### src/rtl/uart_rx_ctrl.sv
// Receive-side controller: FWFT byte FIFO behind uart_rx, character-timeout timer,
// sticky status flags and a maskable interrupt towards the APB register file.
module uart_rx_ctrl #(
    parameter int unsigned FIFO_DEPTH = 16,
    parameter int unsigned CNT_W      = $clog2(FIFO_DEPTH) + 1
) (
    input  logic             clk_i,
    input  logic             rst_n_i,
    input  logic             cfg_en_i,
    input  logic [15:0]      cfg_div_i,
    input  logic [7:0]       cfg_tmo_i,
    input  logic [CNT_W-1:0] cfg_trg_i,
    input  logic [3:0]       cfg_irq_en_i,
    input  logic             cfg_flush_i,
    input  logic [3:0]       clr_i,
    input  logic [7:0]       rx_data_i,
    input  logic             rx_valid_i,
    output logic             rx_ready_o,
    input  logic             rx_err_i,
    output logic             rx_err_clr_o,
    input  logic             rd_en_i,
    output logic [7:0]       rd_data_o,
    output logic [CNT_W-1:0] count_o,
    output logic [3:0]       flags_o,
    output logic             irq_o
);

    localparam int unsigned PTR_W = $clog2(FIFO_DEPTH);

    typedef enum logic [1:0] {
        T_IDLE,
        T_COUNT,
        T_EXPIRED
    } tmr_state_t;

    logic [7:0]       mem [FIFO_DEPTH];
    logic [PTR_W-1:0] wr_ptr;
    logic [PTR_W-1:0] rd_ptr;
    logic [CNT_W-1:0] count;
    logic [CNT_W-1:0] count_nxt;
    logic             push;
    logic             pop;
    logic             full;
    logic             push_acc;
    logic             overrun_set;
    logic             xfer;

    tmr_state_t       tmr_state;
    logic [15:0]      div_cnt;
    logic [7:0]       tmo_cnt;
    logic [7:0]       tmo_inc;
    logic             tick;
    logic             leave;
    logic             expire;

    logic             err_armed;
    logic             unused_clr;

    assign unused_clr = clr_i[0];
    assign rx_ready_o = 1'b1;
    assign count_o    = count;
    assign rd_data_o  = (count != '0) ? mem[rd_ptr] : 8'h00;

    // Push/pop qualification; a full FIFO still accepts a push when a pop frees a slot.
    always_comb begin
        push        = rx_valid_i & cfg_en_i & ~cfg_flush_i;
        pop         = rd_en_i & (count != '0) & ~cfg_flush_i;
        full        = (count == CNT_W'(FIFO_DEPTH));
        push_acc    = push & (~full | pop);
        overrun_set = push & full & ~pop;
        xfer        = push_acc | pop;
        count_nxt   = count;
        if (cfg_flush_i) begin
            count_nxt = '0;
        end else if (push_acc && !pop) begin
            count_nxt = count + CNT_W'(1);
        end else if (pop && !push_acc) begin
            count_nxt = count - CNT_W'(1);
        end
    end

    always_ff @(posedge clk_i or negedge rst_n_i) begin
        if (!rst_n_i) begin
            wr_ptr <= '0;
            rd_ptr <= '0;
            count  <= '0;
        end else begin
            count <= count_nxt;
            if (cfg_flush_i) begin
                wr_ptr <= '0;
                rd_ptr <= '0;
            end else begin
                if (push_acc) wr_ptr <= wr_ptr + PTR_W'(1);
                if (pop)      rd_ptr <= rd_ptr + PTR_W'(1);
            end
        end
    end

    // Storage is deliberately left without reset.
    always_ff @(posedge clk_i) begin
        if (push_acc) mem[wr_ptr] <= rx_data_i;
    end

    always_comb begin
        tick    = (div_cnt == cfg_div_i);
        tmo_inc = tmo_cnt + 8'd1;
        leave   = cfg_flush_i | ~cfg_en_i | (count_nxt == '0);
        expire  = (tmr_state == T_COUNT) & ~leave & ~xfer & tick
                  & (cfg_tmo_i != 8'd0) & (tmo_inc == cfg_tmo_i);
    end

    // Character-timeout timer: bit ticks from the divider, expiry after cfg_tmo_i quiet bit periods.
    always_ff @(posedge clk_i or negedge rst_n_i) begin
        if (!rst_n_i) begin
            tmr_state <= T_IDLE;
            div_cnt   <= '0;
            tmo_cnt   <= '0;
        end else begin
            case (tmr_state)
                T_IDLE: begin
                    div_cnt <= '0;
                    tmo_cnt <= '0;
                    if (!leave && cfg_tmo_i != 8'd0) tmr_state <= T_COUNT;
                end
                T_COUNT: begin
                    if (leave) begin
                        tmr_state <= T_IDLE;
                        div_cnt   <= '0;
                        tmo_cnt   <= '0;
                    end else if (xfer) begin
                        div_cnt <= '0;
                        tmo_cnt <= '0;
                    end else if (tick) begin
                        div_cnt <= '0;
                        if (expire) begin
                            tmr_state <= T_EXPIRED;
                            tmo_cnt   <= '0;
                        end else begin
                            tmo_cnt <= tmo_inc;
                        end
                    end else begin
                        div_cnt <= div_cnt + 16'd1;
                    end
                end
                T_EXPIRED: begin
                    div_cnt <= '0;
                    tmo_cnt <= '0;
                    if (leave)     tmr_state <= T_IDLE;
                    else if (xfer) tmr_state <= T_COUNT;
                end
                default: begin
                    tmr_state <= T_IDLE;
                    div_cnt   <= '0;
                    tmo_cnt   <= '0;
                end
            endcase
        end
    end

    // Flags (set beats clear), one-shot parity clear pulse and the registered interrupt.
    always_ff @(posedge clk_i or negedge rst_n_i) begin
        if (!rst_n_i) begin
            flags_o      <= '0;
            irq_o        <= 1'b0;
            rx_err_clr_o <= 1'b0;
            err_armed    <= 1'b1;
        end else begin
            flags_o[0]   <= (cfg_trg_i != '0) & (count_nxt >= cfg_trg_i);
            flags_o[1]   <= expire      | (flags_o[1] & ~clr_i[1]);
            flags_o[2]   <= overrun_set | (flags_o[2] & ~clr_i[2]);
            flags_o[3]   <= rx_err_i    | (flags_o[3] & ~clr_i[3]);
            rx_err_clr_o <= rx_err_i & err_armed;
            err_armed    <= ~rx_err_i;
            irq_o        <= |(flags_o & cfg_irq_en_i);
        end
    end

endmodule

### config.mk
export PLATFORM = sky130hd
export DESIGN_NAME = uart_rx_ctrl
export DESIGN_NICKNAME = d
export VERILOG_FILES = /design/src/rtl/uart_rx_ctrl.sv
export SDC_FILE = /design/constraint.sdc
export NUM_CORES = 1
export LEC_CHECK = 0
export CORE_ASPECT_RATIO = 1.5
export CORE_MARGIN = 2
export CORE_UTILIZATION = 55
export DETAILED_ROUTE_END_ITERATION = 12
export DONT_BUFFER_PORTS = 1
export MAX_ROUTING_LAYER = met4
export PLACE_DENSITY = 0.76
export SLEW_MARGIN = 5
export SYNTH_ARGS = -nofsm -noshare
export SYNTH_HDL_FRONTEND = slang
export SYNTH_SLANG_ARGS = --single-unit
### constraint.sdc
create_clock -name clk_i -period 3.5 [get_ports clk_i]
set_input_delay 0.875 -clock clk_i [delete_from_list [all_inputs] [get_ports clk_i]]
set_output_delay 0.875 -clock clk_i [all_outputs]
set_load 0.1 [all_outputs]
==> reports/metrics.yaml, run 1 <==
logic_synthesis:
  synthTopCellsByCount: "edfxtp_1 (128), dfrtp_1 (45), nand2_1 (45)"
  avgSynthCellArea_um2: 13.4
  synthCells: 605
  syn-num-nets: 672
  yosys.area.top_type_share_pct: 47.2
  ys_warn_count: 0
  synth_cell_type_count: 59
  synthMostInstantiatedCell: "edfxtp_1"
  ys.flop_type: "edfxtp_1"
  synthTopCellsByArea: "edfxtp_1 (47%), dfrtp_1 (14%), mux4_2 (4.4%)"
  synthArstFlopShare_pct: 26.4
  synth_top_area_cell: "edfxtp_1"
  ys_ff_latch: 174
  seq_area_frac_synth_pct: 61.4
  synth_edf_count: 128
  syn_area_um2: 8140
timing:
  rsz0062_at_grt: "no"
  worst_pin_slew_ns: 0.934
  layout_min_cycle_time_ns: 3.42
  max_freq_ghz: 0.292
  fin_crit_sh_pct: 97.8
  drv_slew: 0
  skew_ns: 0.0112
  fin_hold_ws_ns: 0.144
  setup-tns-final_ns: 0
  hold_viol_final: 0
  slew_headroom_pct: 37.8
  setup_viol: 0
critical_path:
  critPathKind: "flop to output pin"
  start_kind: "flop"
  timing.rr.start: "count_o[0]$_DFF_PN0_"
  arrival_ns: 2.55
  worstSetupEndpointType: "output pin"
  critPathMaxFanout: 9
  crit_required_ns: 2.62
  critPathLaunch: "rd_ptr[3]$_DFFE_PN0P_"
clock_tree:
  root_buffer: "clkbuf_16"
  post_cts_buffers: 0
  clk_latency_ns: 0.42
  htree_levels: 4
  clock-sinks: 174
  cts_tree: "yes"
  cts_buffers: 17
  cts_max_path_buffers: 2
  hold_buffers: 0
  clk_pin_slew_worst_paths_ns: 0.07
placed_design:
  gp_congestion: 0.911
  port-buffer-count: 0
  dp_cells: 800
  hpwl_mm: 11.8
drt:
  drtIter0Drc: 253
  drc_errors: 0
  vias: 5017
  avgViaCountPerCell: 6.03
  route.antenna.remaining_nets: 0
  wl_per_cell_um: 20.5
  dr.pass1.iters: 4
  drt-total-wl_mm: 17.1
global_route:
  grt_pass1_vias: 5372
  grt_pass1_wl_mm: 27.5
  antenna_found_initial: 0
  track_usage_pct: 23.8
  overflow: 0
  grt_max_degree: 47
floorplan:
  start_util_pct: 56.0
  rows: 54
  fp.dieH_um: 153
  dieArea_um2: 15800
  coreArea_um2: 14500
  ioPinCount: 72
  die_w_um: 103
pwr:
  p_per_area_nw_per_um2: 725
  p_leak_nw: 3.25
  p_total_w: 0.00672
  ir_drop_mv: 0.812
finish:
  stdcell_count: 832
  final_util_pct: 63.8
  drive_gt1_share_pct: 16.4
  nFillCells: 1046
  diodes: 0
  syn2layout_area_growth_pct: 13.9
  nets: 690
run:
  drv_cap: 0
worst_hold_path:
  hp-class: "input port to async pin"
run_status:
  run_status: "complete, no violations"
==> final cells by class <==
type	instances	area (um2)	area share (%)
multi-input cells	375	3020	32.6
flip-flops and latches	174	5010	54.0
clock inverters	11	80.1	0.864
well taps	196	245	2.65
clock buffers	21	474	5.12
inverters	25	93.8	1.01
repair buffers	30	350	3.78
==> registers in the layout, summed over array words and instances (netlist names) <==
name / flops
tmo_cnt: 8
flags_o: 4
div_cnt: 16
irq_o: 1
rd_ptr: 4
rx_err_clr_o: 1
tmr_state: 2
count_o: 5
wr_ptr: 4
mem: 128
err_armed: 1
==> layout by cell type, fill, tap and decap left out, types with 8 or more instances in the layout <==
| cell type | netlist | layout |
|---|---|---|
| a211oi_4 | 0 | 8 |
| clkbuf_16 | 0 | 18 |
| o21ai_0 | 10 | 10 |
| o22ai_1 | 9 | 9 |
| xnor2_1 | 22 | 22 |
| dfrtp_1 | 45 | 42 |
| mux4_2 | 16 | 16 |
| a211oi_1 | 16 | 8 |
| xor2_1 | 26 | 26 |
| and2_1 | 15 | 15 |
| buf_4 | 2 | 20 |
| mux2i_1 | 33 | 33 |
| edfxtp_1 | 128 | 128 |
| nor2_1 | 26 | 26 |
| inv_1 | 24 | 24 |
| o221ai_1 | 16 | 16 |
| nand3_1 | 15 | 15 |
| nor3_1 | 29 | 29 |
| ha_1 | 15 | 15 |
| buf_12 | 0 | 10 |
| nand2_1 | 45 | 44 |
==> path summary, 6_finish.rpt <==
path	to	slack, ns	depth (start not counted)
hold reg to reg	rx_err_clr_o$_DFF_PN0_	0.54	1
hold / removal	flags_o[3]$_DFF_PN0_	0.14	0
max in group asynchronous	err_armed$_DFF_PN1_	3.18	0
setup reg to reg	flags_o[0]$_DFF_PN0_	0.31	13
setup / recovery	rd_data_o[4]	0.08	5
min in group clk_i	err_armed$_DFF_PN1_	0.48	1
==> critical path, cell delays in order, from the launching register on <==
cell and delay (ns):
dfrtp_1 0.65, clkinv_1 0.51, o221ai_1 0.26, o22ai_1 0.17, a211oi_4 0.32, buf_12 0.22
==> kinds of logic after synthesis <==
logic type                 share of synthesized area (%)
AOI/OAI and AO/OA                                   7.23
xor gates and xnor gates                            5.17
buffers and inverters                               2.91
adders and majority gates                           2.31
muxes                                               8.77
and+or+nand+nor                                     12.2
DFF                                                 61.4
other                                             0.0461
==> through the flow <==
step / setup WS, ns / instance area [um2]
finish: 0.0771 / 9270
global placement: 0.428 / 8710
CTS: 0.0328 / 9260
detailed placement: 0.309 / 8710
floorplan: -0.00769 / 8240
global route: 0.00583 / 9270
==> what timing repair did <==
| action | in CTS | in global routing |
|---|---|---|
| gates resized for setup | 1 | 2 |
| setup endpoints to repair | 1 | 8 |
| gates cloned | 0 | 0 |
==> routing by layer <==
| layer | wire [um] | track usage (%) |
|---|---|---|
| met1 | 6180 | 26.4 |
| met2 | 9390 | 41.0 |
| met4 | 569 | 8.83 |
| met5 | 0 | - |
| met3 | 925 | 5.26 |
==> where the power goes <==
part / internal (W) / switching, W / total [W]
sequential: 0.00228 / 0.000151 / 0.00243
clock: 0.000981 / 0.000749 / 0.00173
combinational: 0.000947 / 0.00161 / 0.00256
total: 0.00421 / 0.00251 / 0.00672
Power figures use the tool's default switching activity.
==> inputs of run 2 (changes only) <==
--- a/config.mk
+++ b/config.mk
@@ -10,7 +10,6 @@
 export CORE_UTILIZATION = 55
 export DETAILED_ROUTE_END_ITERATION = 12
 export DONT_BUFFER_PORTS = 1
-export MAX_ROUTING_LAYER = met4
 export PLACE_DENSITY = 0.76
 export SLEW_MARGIN = 5
 export SYNTH_ARGS = -nofsm -noshare
==> reports/metrics.yaml, run 2 (synthesized netlist as in run 1, its figures left out) <==
drt:
  top_layer: "met4"  # unchanged
  drc_errors: 0  # unchanged
  met3WireLength_um: 893  # was 925 um
  wl_per_cell_um: 20.5  # about the same
  dr_wl_met2_mm: 9.41  # was 9.39 mm
  drt-total-wl_mm: 17.0  # was 17.1 mm
  drtIter0Drc: 261  # was 253
  dr.pass1.iters: 4  # unchanged
  vias: 5007  # was 5,017
  wl_met1_mm: 6.15  # was 6.18 mm
  avgViaCountPerCell: 6.02  # was 6.03
  route.antenna.remaining_nets: 0  # unchanged
clock_tree:
  cts_tree: "yes"  # unchanged
  clk_pin_slew_worst_paths_ns: 0.07  # about the same
  clk_latency_ns: 0.42  # about the same
  root_buffer: "clkbuf_16"  # unchanged
  cts_max_path_buffers: 2  # unchanged
  clock-sinks: 174  # unchanged
  htree_levels: 4  # unchanged
  hold_buffers: 0  # unchanged
  cts_buffers: 17  # unchanged
timing:
  skew_ns: 0.0109  # was 0.0112 ns
  max_freq_ghz: 0.293  # was 0.292 GHz
  drv_slew: 0  # unchanged
  layout_min_cycle_time_ns: 3.41  # was 3.42 ns
  slew_headroom_pct: 37.5  # was 37.8%
  rsz0062_at_grt: "no"  # unchanged
  worst_pin_slew_ns: 0.937  # was 0.934 ns
  setup_viol: 0  # unchanged
  hold_viol_final: 0  # unchanged
  fin_hold_ws_ns: 0.145  # was 0.144 ns
  fin_crit_sh_pct: 97.4  # was 97.8%
global_route:
  grt_max_degree: 47  # unchanged
  track_usage_pct: 23.1  # was 23.8%
  overflow: 0  # unchanged
  grt_pass1_vias: 5371  # was 5,372
  grt_pass1_wl_mm: 27.5  # about the same
  antenna_found_initial: 0  # unchanged
critical_path:
  rr_worst_depth: 13  # unchanged
  critPathMaxFanout: 9  # unchanged
  r2r_slack_ns: 0.30  # was 0.31 ns
  crit_required_ns: 2.62  # about the same
  worstSetupEndpointType: "output pin"  # unchanged
  arrival_ns: 2.53  # was 2.55 ns
  timing.rr.start: "count_o[0]$_DFF_PN0_"  # unchanged
  reg2reg_to: "flags_o[0]$_DFF_PN0_"  # unchanged
  start_kind: "flop"  # unchanged
  critPathKind: "flop to output pin"  # unchanged
finish:
  largest_register_ffs: 128  # unchanged
  final_common_cell: "edfxtp_1"  # unchanged
  top_regs: "mem (128), div_cnt (16), tmo_cnt (8)"  # unchanged
  stdcell_count: 832  # unchanged
  drive_gt1_share_pct: 16.4  # unchanged
  final_util_pct: 63.8  # unchanged
  nets: 690  # unchanged
  syn2layout_area_growth_pct: 13.9  # unchanged
  nFillCells: 1046  # unchanged
  diodes: 0  # unchanged
  top_register: "mem"  # unchanged
  design_area_um2: 9270  # unchanged
  final_cell_mix: "edfxtp_1 (128), nand2_1 (44), dfrtp_1 (42)"  # unchanged
floorplan:
  die_w_um: 103  # unchanged
  coreArea_um2: 14500  # unchanged
  rows: 54  # unchanged
  ioPinCount: 72  # unchanged
  start_util_pct: 56.0  # unchanged
  fp.dieH_um: 153  # unchanged
  dieArea_um2: 15800  # unchanged
placed_design:
  dp_cells: 800  # unchanged
  hpwl_mm: 11.8  # unchanged
  post_dp_cell_area_um2: 8710  # unchanged
  port-buffer-count: 0  # unchanged
  gp_congestion: 0.896  # was 0.911
pwr:
  ir_drop_mv: 0.812  # about the same
  p_total_w: 0.00672  # about the same
  p_per_area_nw_per_um2: 725  # about the same
  p_leak_nw: 3.25  # unchanged
run_status:
  run_status: "complete, no violations"  # unchanged
run:
  drv_cap: 0  # unchanged
worst_hold_path:
  hp-class: "input port to async pin"  # unchanged
run 2: cell counts in the layout (fill, tap and decap cells not counted):
No cell type changed its count.
run 2: worst max path at each step:
stage | start | endpoint | depth (start not counted)
after floorplan | count_o[3]$_DFF_PN0_ | flags_o[0]$_DFF_PN0_ | 11
after global routing | rd_ptr[3]$_DFFE_PN0P_ | rd_data_o[4] | 5
final | rd_ptr[3]$_DFFE_PN0P_ | rd_data_o[4] | 5
after global placement | count_o[0]$_DFF_PN0_ | flags_o[0]$_DFF_PN0_ | 13
after detailed placement | count_o[0]$_DFF_PN0_ | flags_o[0]$_DFF_PN0_ | 13
after CTS | rd_ptr[1]$_DFFE_PN0P_ | rd_data_o[4] | 5
run 2: layout make-up:
type                    count  area [um2]  share of cell area (%)
inverters                  25        93.8                    1.01
multi-input cells         375        3020                    32.6
clock inverters            11        80.1                   0.864
repair buffers             30         350                    3.78
flip-flops and latches    174        5010                    54.0
clock buffers              21         474                    5.12
well taps                 196         245                    2.65
run 2: repair_timing:
action / CTS / global route
setup endpoints to repair: 1 / 8
setup buffers: 0 / 0
resized for setup: 1 / 2
pin swaps: 0 / 0
run 2: stage by stage:
stage,setup slack (ns),setup TNS (ns)
6_report,0.0913,0
3_3_place_gp,0.428,0
3_5_place_dp,0.309,0
4_1_cts,0.0328,0
2_1_floorplan,-0.00769,-0.00769
5_1_grt,0.00868,0
run 2: power breakdown:
| group | internal, W | switching, W | total [W] | leakage [nW] |
|---|---|---|---|---|
| Combinational | 0.000947 | 0.00161 | 0.00256 | 1.19 |
| Sequential | 0.00228 | 0.000151 | 0.00243 | 1.77 |
| Clock | 0.000981 | 0.000751 | 0.00173 | 0.285 |
run 2: worst max-delay path, cell delays in order (launching register included):
cell      delay, ns
dfrtp_1        0.65
clkinv_1       0.50
o221ai_1       0.25
o22ai_1        0.17
a211oi_4       0.33
buf_12         0.22
run 2: layer usage:
metal,vias up,GRT usage (%)
met1,2494,26.4
met5,-,0
met3,35,4.94
li1,2314,-
met4,0,9.40
met2,164,40.9
==> inputs of run 3 (changes only) <==
--- a/config.mk
+++ b/config.mk
@@ -5,12 +5,14 @@
 export SDC_FILE = /design/constraint.sdc
 export NUM_CORES = 1
 export LEC_CHECK = 0
+export CELL_PAD_IN_SITES_DETAIL_PLACEMENT = 0
+export CELL_PAD_IN_SITES_GLOBAL_PLACEMENT = 1
 export CORE_ASPECT_RATIO = 1.5
 export CORE_MARGIN = 2
-export CORE_UTILIZATION = 55
+export CORE_UTILIZATION = 52
 export DETAILED_ROUTE_END_ITERATION = 12
 export DONT_BUFFER_PORTS = 1
-export PLACE_DENSITY = 0.76
+export PLACE_DENSITY = 0.85
 export SLEW_MARGIN = 5
 export SYNTH_ARGS = -nofsm -noshare
 export SYNTH_HDL_FRONTEND = slang
==> reports/metrics.yaml, run 3 (synthesized netlist as in run 1, its figures left out) <==
run_status:
  run_status: "complete, no violations"  # unchanged
drt:
  dr.pass1.iters: 8  # was 4
  vias: 4981  # was 5,007
  wl_met1_mm: 6.06  # was 6.15 mm
  drt-total-wl_mm: 16.5  # was 17.0 mm
  top_layer: "met4"  # unchanged
  met3WireLength_um: 860  # was 893 um
  drc_errors: 0  # unchanged
  drtIter0Drc: 345  # was 261
  route.antenna.remaining_nets: 0  # unchanged
  wl_per_cell_um: 19.6  # was 20.5 um
  avgViaCountPerCell: 5.92  # was 6.02
  dr_wl_met2_mm: 9.07  # was 9.41 mm
critical_path:
  arrival_ns: 2.47  # was 2.53 ns
  slowest_stage: "dfrtp_2"  # was dfrtp_1
  critPathKind: "flop to output pin"  # unchanged
  worstSetupEndpointType: "output pin"  # unchanged
  timing.rr.start: "count_o[0]$_DFF_PN0_"  # unchanged
  cp_slowest_stage_delay_ns: 0.68  # was 0.65 ns
  critPathLaunch: "rd_ptr[0]$_DFFE_PN0P_"  # was rd_ptr[3]$_DFFE_PN0P_
  cp_common_cell: "buf_12"
  crit_required_ns: 2.62  # about the same
  start_kind: "flop"  # unchanged
  crit_path_cell_trace: "buf_12, mux4_2, o22ai_1, a211oi_4, buf_12"  # was clkinv_1, o221ai_1, o22ai_1, a211oi_4, buf_12
  critPathMaxFanout: 14  # was 9
finish:
  diodes: 0  # unchanged
  top_register: "mem"  # unchanged
  stdcell_count: 841  # was 832
  nets: 692  # was 690
  drive_gt1_share_pct: 16.6  # was 16.4%
  largest_register_ffs: 128  # unchanged
  syn2layout_area_growth_pct: 14.6  # was 13.9%
  multiInputGateArea_um2: 3020  # unchanged
  final_cell_mix: "edfxtp_1 (128), nand2_1 (44), dfrtp_1 (42)"  # unchanged
  nFillCells: 1181  # was 1,046
  final_common_cell: "edfxtp_1"  # unchanged
  top_regs: "mem (128), div_cnt (16), tmo_cnt (8)"  # unchanged
  seq_area_um2: 5000  # was 5010 um2
floorplan:
  coreArea_um2: 15500  # was 14,500 um2
  dieArea_um2: 16700  # was 15,800 um2
  start_util_pct: 52.5  # was 56.0%
  rows: 56  # was 54
  ioPinCount: 72  # unchanged
  die_w_um: 106  # was 103 um
  fp.dieH_um: 157  # was 153 um
pwr:
  intPower_w: 0.00419  # was 0.00421 W
  p_sw_share_pct: 38.2  # was 37.4%
  p_sw_w: 0.00259  # was 0.00251 W
  ir_drop_mv: 0.669  # was 0.812 mV
  p_comb_share_pct: 38.0  # about the same
  seqPwrFrac_pct: 35.7  # was 36.2%
  p_per_area_nw_per_um2: 727  # was 725 nW/um2
  power_frac_clock_pct: 26.3  # was 25.8%
  p_leak_nw: 3.25  # about the same
run:
  drv_cap: 0  # unchanged
timing:
  setup_viol: 0  # unchanged
  rsz0062_at_grt: "no"  # unchanged
  max_freq_ghz: 0.299  # was 0.293 GHz
  hold_viol_final: 0  # unchanged
  drv_slew: 0  # unchanged
  fin_crit_sh_pct: 95.7  # was 97.4%
  skew_ns: 0.0161  # was 0.0109 ns
  layout_min_cycle_time_ns: 3.35  # was 3.41 ns
  worst_pin_slew_ns: 0.938  # was 0.937 ns
  slew_headroom_pct: 37.4  # was 37.5%
  setup_slack_ns: 0.151  # was 0.0913 ns
clock_tree:
  hold_buffers: 0  # unchanged
  cts_tree: "yes"  # unchanged
  clk_pin_slew_worst_paths_ns: 0.07  # about the same
  clock-sinks: 174  # unchanged
  cts_max_path_buffers: 2  # unchanged
  htree_levels: 4  # unchanged
  cts_buffers: 17  # unchanged
  root_buffer: "clkbuf_16"  # unchanged
  ctsResizeCount: 0  # was 1
  post_cts_buffers: 0  # unchanged
  clk_latency_ns: 0.42  # about the same
placed_design:
  gp_congestion: 0.793  # was 0.896
  pre_cts_ws_ns: 0.339  # was 0.309 ns
  hpwl_mm: 11.8  # about the same
  dp_cells: 809  # was 800
  port-buffer-count: 0  # unchanged
global_route:
  track_usage_pct: 20.7  # was 23.1%
  antenna_found_initial: 0  # unchanged
  grt_pass1_vias: 5022  # was 5,371
  grt_max_degree: 47  # unchanged
  grt_pass1_wl_mm: 26.1  # was 27.5 mm
  overflow: 0  # unchanged
worst_hold_path:
  hp-class: "input port to async pin"  # unchanged
run 3: cell count changes in the layout (fill, tap and decap cells not counted), sizes merged:
cell | before | now
clkinvlp | 0 | 2
clkinv | 7 | 8
buf | 30 | 32
clkbuf | 21 | 17
inv | 29 | 30
run 3: final cells by class:
cell class	instances	share of cell area [%]
Clock inverter	15	1.64
Timing Repair Buffer	32	4.05
Clock buffer	17	4.56
Multi-Input combinational cell	375	32.3
Tap cell	203	2.72
Inverter	25	1.01
Sequential cell	174	53.7
run 3: final timing paths:
check | endpoint | slack [ns] | cells past startpoint
setup / recovery | rd_data_o[4] | 0.15 | 5
hold / removal | count_o[3]$_DFF_PN0_ | 0.14 | 0
setup reg to reg | flags_o[0]$_DFF_PN0_ | 0.32 | 13
hold reg to reg | rx_err_clr_o$_DFF_PN0_ | 0.54 | 1
max in group asynchronous | err_armed$_DFF_PN1_ | 3.19 | 0
min in group clk_i | err_armed$_DFF_PN1_ | 0.48 | 1
run 3: per-layer routing:
metal,up-vias,GRT usage [%]
li1,2317,-
met1,2480,22.8
met2,150,37.9
met3,34,5.26
met4,0,8.46
met5,-,0
run 3: power groups by stage:
stage	sequential, W	combinational, W	clock [W]
global route	0.00243	0.00271	0.00189
floorplan	0.00259	0.00175	0
finish	0.00242	0.00258	0.00178
detailed placement	0.00247	0.00259	0
CTS	0.00242	0.00259	0.00181
global placement	0.00246	0.00255	0
run 3: worst max-delay path, delay by kind of cell (launching register included):
kind	cells	cell delay [ns]
flip-flops	1	0.68
multiplexers	1	0.55
AO/OA/AOI/OAI	2	0.39
buffers and inverters	2	0.41
run 3: stage by stage:
stage / power, W / area, um2 / util [%] / hold slack, ns / TNS (ns)
floorplan: 0.00434 / 8240 / - / 0.498 / -0.00769
global placement: 0.00501 / 8740 / 56.5 / 0.523 / 0
detailed placement: 0.00505 / 8740 / 56.5 / 0.535 / 0
CTS: 0.00682 / 9320 / 60.2 / 0.126 / 0
global route: 0.00703 / 9330 / 60.2 / 0.121 / 0
finish: 0.00678 / 9330 / 60.2 / 0.138 / 0
